### config.mk
export PLATFORM = sky130hd
export DESIGN_NAME = pipeline_flush_controller
export DESIGN_NICKNAME = d
export VERILOG_FILES = /design/src/rtl/pipeline_flush_controller.sv
export SDC_FILE = /design/constraint.sdc
export NUM_CORES = 1
export LEC_CHECK = 0
export ABC_AREA = 1
export CAP_MARGIN = 20
export CORE_MARGIN = 3
export CORE_UTILIZATION = 45
export DETAILED_ROUTE_END_ITERATION = 6
export HOLD_SLACK_MARGIN = 0.08
export PLACE_DENSITY_LB_ADDON = 0.3
export SLEW_MARGIN = 20
export SYNTH_ARGS = -nofsm -noshare
export SYNTH_HDL_FRONTEND = slang
export SYNTH_SLANG_ARGS = --single-unit
### constraint.sdc
create_clock -name clk -period 3.1 [get_ports clk]
set_clock_uncertainty 0.05 [all_clocks]
set_input_delay 0.31 -clock clk [delete_from_list [all_inputs] [get_ports clk]]
set_output_delay 0.31 -clock clk [all_outputs]
set_load 0.005 [all_outputs]
### src/rtl/pipeline_flush_controller.sv
// pipeline_flush_controller: sequences PC/nPC/IF-ID enables, delay-slot annul and ID/EX bubbles for the SPARC front end.
// Define ANNUL_STATS_EN to build the saturating annul_count statistics counter.
module pipeline_flush_controller #(
  parameter int RESET_HOLD_CYCLES = 4,
  parameter int STALL_TIMEOUT = 64
) (
  input  logic        clk,
  input  logic        system_reset,
  input  logic        ID_branch_instr,
  input  logic        ID_branch_taken,
  input  logic        ID_branch_always,
  input  logic        a,
  input  logic        load_use_hazard,
  input  logic        ext_stall,
  output logic        pc_enable,
  output logic        npc_enable,
  output logic        if_id_enable,
  output logic        if_id_reset,
  output logic        id_ex_bubble,
  output logic        pipe_reset,
  output logic        stall_timeout,
  output logic [1:0]  ctrl_state,
  output logic [15:0] annul_count
);
  typedef enum logic [1:0] {INIT = 2'b00, RUN = 2'b01, HOLD = 2'b10} state_t;
  state_t state;
  logic [7:0] hold_cnt, stall_cnt, stall_inc;
  logic annul_pending, annul_req, run, adv;
  assign annul_req = ID_branch_instr & a & (ID_branch_always | ~ID_branch_taken);
  assign stall_inc = stall_cnt == 8'hff ? 8'hff : stall_cnt + 8'd1;
  assign run = state == RUN;
  assign adv = run & ~ext_stall & ~load_use_hazard;
  always_comb begin
    pc_enable = adv;
    npc_enable = adv;
    if_id_enable = adv;
    id_ex_bubble = run & ~ext_stall & load_use_hazard;
    if_id_reset = adv & (annul_req | annul_pending);
    pipe_reset = state == INIT;
    ctrl_state = state;
  end
  always_ff @(posedge clk) begin
    if (system_reset) begin
      state <= INIT;
      hold_cnt <= 8'(RESET_HOLD_CYCLES);
      annul_pending <= 1'b0;
      stall_cnt <= 8'd0;
      stall_timeout <= 1'b0;
    end else begin
      if (state != INIT) begin
        stall_cnt <= ext_stall ? stall_inc : 8'd0;
        if (ext_stall && stall_inc == 8'(STALL_TIMEOUT)) stall_timeout <= 1'b1;
      end
      case (state)
        INIT: begin
          hold_cnt <= hold_cnt - 8'd1;
          if (hold_cnt <= 8'd1) state <= RUN;
        end
        RUN: begin
          // a hazard keeps the branch in ID, so a deferred annul waits for the advancing cycle
          if (ext_stall) begin
            state <= HOLD;
            annul_pending <= annul_pending | annul_req;
          end else if (!load_use_hazard) annul_pending <= 1'b0;
        end
        HOLD: begin
          annul_pending <= annul_pending | annul_req;
          if (!ext_stall) state <= RUN;
        end
        default: state <= INIT;
      endcase
    end
  end
`ifdef ANNUL_STATS_EN
  logic [15:0] stat_cnt;
  always_ff @(posedge clk) begin
    if (system_reset) stat_cnt <= 16'd0;
    else if (if_id_reset && stat_cnt != 16'hffff) stat_cnt <= stat_cnt + 16'd1;
  end
  assign annul_count = stat_cnt;
`else
  assign annul_count = 16'h0000;
`endif
endmodule

==> summary.txt <==
=================================================================================================
Port bufs                                                                                      16
Power Density                                                                          573 nW/µm²
Number of max-cap violations                                                                    0
H-tree levels                                                                                   1
Overall die height                                                                        57.9 µm
Later-pin clock latency in the skew report                                                0.29 ns
Arrival time of data at the critical path endpoint                                        2.00 ns
Share of the clock period used by the worst path                                            76.1%
Count of endpoints failing hold in the final timing report                                      0
Count of flip-flops with a built-in enable after synthesis                                      0
Worst VDD drop                                                                             370 µV
Setup Viol. Count Final                                                                         0
Peak fanout along the critical path                                                             5
Startpoint kind of the worst setup timing path                                               flop
Avg WL per Cell                                                                           10.1 µm
Count of final max-slew check failures                                                          0
# rows                                                                                         18
Initial antenna violation count                                                                 0
Width of the die                                                                          57.9 µm
Number of distinct library cell variants in the gate-level netlist after synthesis             27
Global-route wire length before repair                                                    3.88 mm
Via count of the first global-routing pass                                                    986
Synth-to-layout area growth                                                                 10.2%
Setup WS pre-CTS                                                                         0.771 ns
Ratio of cells with drive above 1 in the final layout                                       4.66%
TritonCTS clock tree                                                                        built
Dominant register cell in the synthesized netlist                                    sky130_fd_sc_hd__dfxtp_1
Detailed Route WL                                                                         2.24 mm
WS Path Type                                                                              reg2out
Mean number of vias per cell                                                                 4.80
Most used standard cell by instance count after synthesis                            sky130_fd_sc_hd__nand2_1
Sum of negative setup slack                                                                  0 ns
Max Clk Rate                                                                              424 MHz
Highest-delay cell along the critical path                                           sky130_fd_sc_hd__clkdlybuf4s50_1
Cells traversed along the worst timing path                                          nand2_1, nor3_1, o21ai_0, inv_1, clkdlybuf4s50_1
Antenna Cells                                                                                   0
Fill count                                                                                    246
Path class of the lowest-slack min-delay path                                             reg2reg
Count of yosys warnings during synthesis                                                        0
Minimum clock period after layout                                                         2.36 ns
Post-DP HPWL                                                                              1.81 mm
Number of design-rule violations left by the first detailed-router iteration                   59
Buffers from clock root to sink, at most                                                        2
Number of buffers inserted for hold repair after clock tree synthesis                           0
Share of the synthesized area in the top cell type                                          33.0%
Total clock buffers created by CTS                                                              3
Number of search-and-repair iterations in the first detailed-routing pass                       4
Full die area                                                                            3360 µm²
Grt ovf                                                                                         0
Sequential share of the synthesized area                                                    33.0%
Master cell of the clock root buffer                                                 sky130_fd_sc_hd__clkbuf_4
Total DRC errors in the routed layout                                                           0
Effective utilization at floorplan                                                          48.1%
Async S/R FF share, synth                                                                      0%
Run status                                                                           finished clean
Register bit count reported by yosys                                                           20
Mapped Cells                                                                                  181
Most common library cells after synthesis                                            sky130_fd_sc_hd__nand2_1, sky130_fd_sc_hd__inv_1, sky130_fd_sc_hd__dfxtp_1, sky130_fd_sc_hd__buf_4, sky130_fd_sc_hd__nor2_1
Top-level port count                                                                           33
Final nets                                                                                    206
Dominant cell type by area after synthesis                                           sky130_fd_sc_hd__dfxtp_1
Clk sink count                                                                                 20
Critical path data required time                                                          2.74 ns
Core area                                                                                2520 µm²
Cts repair resizes                                                                              0
Placed cell count                                                                             220
Post-route worst setup slack                                                             0.742 ns
Post-synthesis cell area                                                                 1210 µm²
Clock-pin slew of the registers on the worst-case setup and hold paths                    0.11 ns
Leakage power total                                                                      0.601 nW
Transition time at the pin with the least slew margin                                    0.684 ns
Largest net degree at the start of global routing                                              19
Worst-case headroom to the max-slew limit                                                   54.3%
Number of buffers inserted to repair setup after CTS                                            0
GRT Util Overall                                                                            14.3%
Total power                                                                            0.000766 W
Leading post-synthesis cells by cell area                                            sky130_fd_sc_hd__dfxtp_1, sky130_fd_sc_hd__nand2_1, sky130_fd_sc_hd__buf_4, sky130_fd_sc_hd__inv_1, sky130_fd_sc_hd__a21oi_1
Cell Count, Final, Fillers Out                                                                223
Setup repair after global routing missed its margin                                            no
Routability congestion estimate                                                             0.832
ANT nets after route                                                                            0
Setup crit end kind                                                                   output port
Stage delay of the slowest cell on the critical path                                      0.49 ns
Post-Syn Area per Cell                                                                   6.71 µm²
Count of vias placed by the detailed router                                                  1071
=================================================================================================
-- per-layer routing --
metal,part of all wire (%),track usage [%],up-vias
met3,3.2,2.00,2
met2,51,24.8,16
met4,0.58,4.97,0
met5,0,0,-
met1,45,18.0,488
li1,-,-,565
-- per-stage QoR --
| step | util, % | area [µm²] | hold slack, ns |
|---|---|---|---|
| 2_1_floorplan | - | 1270 | 0.394 |
| 3_3_place_gp | 52.1 | 1320 | 0.390 |
| 3_5_place_dp | 52.1 | 1320 | 0.394 |
| 4_1_cts | 53.0 | 1340 | 0.410 |
| 5_1_grt | 53.0 | 1340 | 0.446 |
| 6_report | 53.0 | 1340 | 0.409 |
-- final cells by class --
class / instances / area (µm²) / share of cell area [%]
Multi-Input combinational cell: 133 / 638 / 47.7
Clock buffer: 3 / 22.5 / 1.68
Inverter: 21 / 78.8 / 5.89
Timing Repair Buffer: 16 / 160 / 12.0
Tap cell: 30 / 37.5 / 2.81
Sequential cell: 20 / 400 / 29.9
-- layout by cell type, fill, tap and decap left out, drive strengths merged --
| cell type | Yosys | layout |
|---|---|---|
| nor3b | 1 | 1 |
| o21bai | 1 | 1 |
| xor2 | 2 | 2 |
| nand4 | 2 | 2 |
| a31oi | 1 | 1 |
| nand2 | 47 | 47 |
| conb | 1 | 16 |
| clkdlybuf4s50 | 0 | 16 |
| inv | 21 | 21 |
| o21ai | 6 | 6 |
| nand3b | 1 | 1 |
| nor4 | 1 | 1 |
| nor2 | 19 | 19 |
| nor3 | 4 | 4 |
| ha | 3 | 3 |
| xnor2 | 1 | 1 |
| dfxtp | 20 | 20 |
| o2111ai | 1 | 1 |
| nand3 | 12 | 12 |
| clkbuf | 1 | 3 |
| a21oi | 15 | 15 |
-- critical path, delay by kind of cell, from the launching register on --
family | cells | cell delay [ns]
compound gates | 1 | 0.17
buf+inv | 2 | 0.57
flops | 1 | 0.44
simple gates | 2 | 0.52
-- power breakdown --
part	switching, W	leakage (nW)	internal [W]
combinational	0.000161	0.425	0.000122
clock	0.0000701	0.0138	0.0000450
sequential	0.0000548	0.163	0.000313
-- sequential cells by signal (all words and copies together) (netlist names) --
| name | count |
|---|---|
| hold_cnt | 8 |
| ctrl_state | 2 |
| stall_timeout | 1 |
| stall_cnt | 8 |
| annul_pending | 1 |
-- cells by family after synthesis --
family	share of synthesized area [%]
xor gates and xnor gates	2.17
other	0.309
DFF	33.0
buffers and inverters	19.1
adders and majority gates	3.09
and+or+nand+nor	31.9
AOI/OAI and AO/OA	10.5
-- final timing paths --
path                                                  from                    endpoint  slack, ns  cells past startpoint
worst max-delay path            ctrl_state[0]$_SDFFE_PP0P_                 if_id_reset       0.74                      5
worst min-delay path            stall_timeout$_SDFFE_PP0P_  stall_timeout$_SDFFE_PP0P_       0.41                      2
worst max register to register  ctrl_state[1]$_SDFFE_PP0P_    hold_cnt[7]$_SDFFE_PP0P_       1.49                      6
worst min register to register  stall_timeout$_SDFFE_PP0P_  stall_timeout$_SDFFE_PP0P_       0.41                      2
Note: power is estimated with default switching activity, not from simulation.
